**src/rtl/hpi_txn_sequencer.sv**
```systemverilog
// CY7C67200 HPI transaction master: turns direct-register and memory commands
// into timed cs/r/w sequences on the pad interface's from_sw_* side.
//
// state     | meaning
// ----------+-----------------------------------------------------------
// S_IDLE    | cmd_ready high, waiting for a command
// S_SETUP   | cs low, address and write data driven, strobes high
// S_STROBE  | r or w low for STROBE_CYCLES
// S_HOLD    | strobes high, cs low; 1 cycle for writes, 2 for reads
// S_RECOVER | cs high between the HPI_ADDRESS access and the data access
// S_DONE    | cs high after the final access; rsp_valid on its first cycle
module hpi_txn_sequencer #(
   parameter int STROBE_CYCLES  = 4,
   parameter int RECOVER_CYCLES = 2,
   parameter bit ADDR_CACHE_EN  = 1'b1
) (
   input  logic        Clk,
   input  logic        Reset,
   input  logic        cmd_valid,
   output logic        cmd_ready,
   input  logic        cmd_write,
   input  logic        cmd_mem,
   input  logic [1:0]  cmd_reg,
   input  logic [15:0] cmd_addr,
   input  logic [15:0] cmd_wdata,
   output logic        rsp_valid,
   output logic [15:0] rsp_rdata,
   output logic [1:0]  from_sw_address,
   output logic [15:0] from_sw_data_out,
   input  logic [15:0] from_sw_data_in,
   output logic        from_sw_r,
   output logic        from_sw_w,
   output logic        from_sw_cs
);

   typedef enum logic [2:0] {
      S_IDLE, S_SETUP, S_STROBE, S_HOLD, S_RECOVER, S_DONE
   } state_t;

   state_t      r_state;
   logic [3:0]  r_cnt;
   logic        r_addr_phase;
   logic        r_acc_write;
   logic        r_write;
   logic        r_mem;
   logic [1:0]  r_reg;
   logic [15:0] r_addr;
   logic [15:0] r_wdata;
   logic [15:0] r_cache_addr;
   logic        r_cache_valid;
   logic        w_hit;

   // The chip's HPI_ADDRESS auto-increments by 2 after every HPI_DATA access.
   assign w_hit = ADDR_CACHE_EN && r_cache_valid && (cmd_addr == r_cache_addr);

   always_ff @(posedge Clk or posedge Reset) begin
      if (Reset) begin
         r_state          <= S_IDLE;
         r_cnt            <= 4'd0;
         r_addr_phase     <= 1'b0;
         r_acc_write      <= 1'b0;
         r_write          <= 1'b0;
         r_mem            <= 1'b0;
         r_reg            <= 2'd0;
         r_addr           <= 16'h0000;
         r_wdata          <= 16'h0000;
         r_cache_addr     <= 16'h0000;
         r_cache_valid    <= 1'b0;
         cmd_ready        <= 1'b0;
         rsp_valid        <= 1'b0;
         rsp_rdata        <= 16'h0000;
         from_sw_address  <= 2'd0;
         from_sw_data_out <= 16'h0000;
         from_sw_r        <= 1'b1;
         from_sw_w        <= 1'b1;
         from_sw_cs       <= 1'b1;
      end else begin
         rsp_valid <= 1'b0;
         case (r_state)
            S_IDLE: begin
               if (!cmd_ready) begin
                  cmd_ready <= 1'b1;
               end else if (cmd_valid) begin
                  cmd_ready  <= 1'b0;
                  r_state    <= S_SETUP;
                  from_sw_cs <= 1'b0;
                  r_write    <= cmd_write;
                  r_mem      <= cmd_mem;
                  r_reg      <= cmd_reg;
                  r_addr     <= cmd_addr;
                  r_wdata    <= cmd_wdata;
                  if (cmd_mem && !w_hit) begin
                     r_addr_phase     <= 1'b1;
                     r_acc_write      <= 1'b1;
                     from_sw_address  <= 2'd2;
                     from_sw_data_out <= cmd_addr;
                  end else begin
                     r_addr_phase     <= 1'b0;
                     r_acc_write      <= cmd_write;
                     from_sw_address  <= cmd_mem ? 2'd0 : cmd_reg;
                     from_sw_data_out <= cmd_write ? cmd_wdata : 16'h0000;
                  end
               end
            end
            S_SETUP: begin
               r_state   <= S_STROBE;
               r_cnt     <= 4'(STROBE_CYCLES - 1);
               from_sw_r <= r_acc_write;
               from_sw_w <= !r_acc_write;
            end
            S_STROBE: begin
               if (r_cnt != 4'd0) begin
                  r_cnt <= r_cnt - 4'd1;
               end else begin
                  r_state   <= S_HOLD;
                  from_sw_r <= 1'b1;
                  from_sw_w <= 1'b1;
                  // Reads hold one extra cycle to cover the two pad register stages.
                  r_cnt     <= r_acc_write ? 4'd0 : 4'd1;
               end
            end
            S_HOLD: begin
               if (r_cnt != 4'd0) begin
                  r_cnt <= r_cnt - 4'd1;
               end else begin
                  from_sw_cs <= 1'b1;
                  r_cnt      <= 4'(RECOVER_CYCLES - 1);
                  if (!r_acc_write) begin
                     rsp_rdata <= from_sw_data_in;
                  end
                  if (r_addr_phase) begin
                     r_state <= S_RECOVER;
                  end else begin
                     r_state   <= S_DONE;
                     rsp_valid <= 1'b1;
                     if (r_mem) begin
                        r_cache_addr  <= r_addr + 16'd2;
                        r_cache_valid <= 1'b1;
                     end else if (r_reg == 2'd2 && r_write) begin
                        r_cache_addr  <= r_wdata;
                        r_cache_valid <= 1'b1;
                     end else if (r_reg == 2'd0) begin
                        r_cache_valid <= 1'b0;
                     end
                  end
               end
            end
            S_RECOVER: begin
               if (r_cnt != 4'd0) begin
                  r_cnt <= r_cnt - 4'd1;
               end else begin
                  r_state          <= S_SETUP;
                  from_sw_cs       <= 1'b0;
                  r_addr_phase     <= 1'b0;
                  r_acc_write      <= r_write;
                  from_sw_address  <= 2'd0;
                  from_sw_data_out <= r_write ? r_wdata : 16'h0000;
               end
            end
            S_DONE: begin
               if (r_cnt != 4'd0) begin
                  r_cnt <= r_cnt - 4'd1;
               end else begin
                  r_state   <= S_IDLE;
                  cmd_ready <= 1'b1;
               end
            end
            default: r_state <= S_IDLE;
         endcase
      end
   end

endmodule

```
**config.mk**
```make
export PLATFORM = sky130hd
export DESIGN_NAME = hpi_txn_sequencer
export DESIGN_NICKNAME = d
export VERILOG_FILES = /design/src/rtl/hpi_txn_sequencer.sv
export SDC_FILE = /design/constraint.sdc
export NUM_CORES = 1
export LEC_CHECK = 0
export CAP_MARGIN = 20
export CORE_MARGIN = 2
export CORE_UTILIZATION = 58
export CTS_BUF_LIST = sky130_fd_sc_hd__clkbuf_8
export CTS_CLUSTER_SIZE = 16
export DETAILED_ROUTE_END_ITERATION = 10
export PLACE_DENSITY = 0.95
export SYNTH_ARGS = -nofsm -noshare
export SYNTH_HDL_FRONTEND = slang
export SYNTH_SLANG_ARGS = --single-unit
```
**constraint.sdc**
```tcl
create_clock -name Clk -period 6.1 [get_ports Clk]
set_input_delay 1.22 -clock Clk [delete_from_list [all_inputs] [get_ports Clk]]
set_output_delay 1.22 -clock Clk [all_outputs]
set_load 0.03 [all_outputs]
```
==> summary.md <==
| Metric | Value |
|---|---|
| Pins Over Slew Limit | 0 |
| Global-route wire length before repair | 20300 um |
| GR Layer Usage met1 | 38.0% |
| Crit. End Element | register |
| GP Congestion | 0.910 |
| Layout Nets | 669 |
| Iteration-0 DRC Markers | 340 |
| Reg clk slew, reported paths | 0.10 ns |
| Syn-to-layout area delta | 23.3% |
| Worst Skew | 0.00970 ns |
| Average size of a mapped cell | 9.28 um2 |
| Post-synth cell types | 50 |
| Clk sink count | 101 |
| Post-synth top cells | nand2_1, dfrtp_1, nor2_1, xor2_1, o21ai_0 |
| Synth async-reset ratio | 100% |
| CTS tree | yes |
| Core area | 8260 um2 |
| WL/cell | 17.5 um |
| Final Cell Area | 6100 um2 |
| Critical R2R Launch | r_state[2]$_DFFE_PP0P_ |
| Setup TNS | 0 ns |
| Gate count after technology mapping | 533 |
| Root Driver | clkbuf_8 |
| Register area share after synthesis | 51.2% |
| Num CTS Buffers | 9 |
| Syn Std Cell Area | 4950 um2 |
| Met2 usage | 47.9% |
| EDFF count, synth | 0 |
| Final hold viol count | 0 |
| Setup ws final | 2.75 ns |
| Clk_lat worst skew | 0.38 ns |
| Drt drc | 0 |
| R2R depth | 7 |
| Leakage | 0.00276 uW |
| Met3 GRT Util | 5.17% |
| Post-detail-place hpwl | 8850 um |
| GRT Total Usage | 28.9% |
| CTS Hold Bufs | 0 |
| Crit path DAT | 3.67 ns |
| Boundary pin count | 94 |
| Peak Freq | 299 MHz |
| Post-synth top flop | dfrtp_1 |
| Max-Cap Viols | 0 |
| Worst Hold Class | register to register |
| Via count | 4354 |
| Synth area leader | dfrtp_1 |
| N_diodes | 0 |
| Part of the cycle the worst path needs | 54.9% |
| Power per cell area | 469 nW/um2 |
| Row cnt | 33 |
| FF-to-FF setup slack | 3.14 ns |
| Finished Layout Cells | 722 |
| Fraction of layout cells with a size suffix above 1 | 6.65% |
| DIE HEIGHT | 96.4 um |
| Status | completed |
| Cell with the most instances after synthesis | nand2_1 |
| Syn nets | 590 |
| Initial Util | 59.9% |
| Initial antenna violation count | 0 |
| DR pass1 iterations | 7 |
| Via density | 6.03 |
| Worst R2R End | from_sw_data_out[3]$_DFFE_PP0P_ |
| Cells after DPL | 706 |
| Worst-case clock buffer depth | 2 |
| RSZ-0062 raised after global routing | false |
| Min cycle time layout | 3.35 ns |
| Synth top area share | 49.6% |
| Resized Gates After CTS | 0 |
| Worst-Margin Slew | 1.06 ns |
| Startpoint Class | input pin |
| DIE WIDTH | 96.4 um |
| Crit path kind | input pin to register |
| DIE AREA | 9280 um2 |
| Synth top area cells | dfrtp_1, nand2_1, xor2_1 |
| Worst Path Required | 6.42 ns |
| WHS Path Cells | 2 |
| Port Buf Inserts | 93 |
| #FFs+latches synth | 101 |
| Pin count of the biggest net entering global routing | 57 |
| Remaining global-route overflow | 0 |
| Hold Startpoint | from_sw_cs$_DFFE_PP1P_ |
| Post-Route WL | 12700 um |
| Synthesis warning total | 0 |
| # H-tree levels | 3 |
| Antenna Nets Post-Route | 0 |
| Cell Area, Placed | 5910 um2 |
| Slew Limit Headroom | 29.1% |
| Hold Path Sink | from_sw_cs$_DFFE_PP1P_ |
| VDD IR max | 0.000219 V |
| Vias in the first global route | 4235 |
| Final setup fails | 0 |
| Pre-CTS setup slack | 2.38 ns |
| Gr busiest metal | met2 |
| Critical path fanouts, max | 26 |
| Post-CTS Setup Bufs | 0 |
-- per-stage QoR --
step	utilization (%)	power [uW]	hold WS [ns]
2_1_floorplan	-	2000	0.445
3_3_place_gp	71.6	2380	0.449
3_5_place_dp	71.6	2450	0.458
4_1_cts	73.9	2860	0.470
5_1_grt	73.9	3050	0.496
6_report	73.9	2860	0.471
-- cells by family after synthesis --
logic type,share of synthesized area (%)
simple gates,20.1
compound gates,14.1
flops,51.2
buf+inv,3.34
xor+xnor,5.31
mux,5.31
fa+ha+maj,0.708
-- cell usage in the layout (no fill, tap or decap), types with 10 or more instances in the layout --
cell type | Yosys | routed
clkdlybuf4s50_1 | 0 | 93
clkbuf_8 | 0 | 10
mux2_1 | 10 | 10
a221o_1 | 13 | 13
xor2_1 | 22 | 22
a21oi_1 | 18 | 17
dfrtp_1 | 98 | 98
o21ai_1 | 18 | 17
nand2_1 | 140 | 140
o21ai_0 | 20 | 20
nor2_1 | 45 | 45
-- power breakdown --
| group | total, uW | switching, uW | internal (uW) |
|---|---|---|---|
| combinational | 1190 | 644 | 547 |
| sequential | 1270 | 302 | 964 |
| clock | 405 | 243 | 161 |
| total | 2860 | 1190 | 1670 |
-- cell type report --
cell class,count,area [um2]
fill,560,2160
clock inverter,6,47.5
multi-input combinational,395,2260
tap,105,131
timing repair buffer,97,961
inverter,8,32.5
sequential,101,2530
clock buffer,10,138
-- how the worst max path moves through the flow --
stage | start | endpoint | slack [ns] | cells past startpoint
final | cmd_valid | from_sw_data_out[3]$_DFFE_PP0P_ | 2.75 | 7
after CTS | cmd_valid | from_sw_data_out[3]$_DFFE_PP0P_ | 2.78 | 7
after detailed placement | cmd_valid | from_sw_data_out[3]$_DFFE_PP0P_ | 2.38 | 7
after global routing | cmd_valid | from_sw_data_out[3]$_DFFE_PP0P_ | 2.58 | 7
after floorplan | Reset | cmd_ready$_DFFE_PP0P_ | 2.24 | 1
after global placement | cmd_valid | from_sw_data_out[4]$_DFFE_PP0P_ | 2.58 | 7
-- routing by layer --
| metal | share of wire, % | vias to the layer above | wire length [um] |
|---|---|---|---|
| met5 | 0 | - | 0 |
| met3 | 7.7 | 22 | 974 |
| met1 | 40 | 2125 | 5090 |
| met4 | 1.9 | 0 | 240 |
| li1 | - | 1989 | - |
| met2 | 50 | 218 | 6350 |
-- worst max-delay path: stages --
cell and delay (ns):
clkdlybuf4s50_1 0.53, nand3_1 0.47, buf_4 0.43, o21ai_2 0.42, nor2_1 0.15, nor3b_1 0.29, a211o_1 0.14
Note: power is estimated with default switching activity, not from simulation.
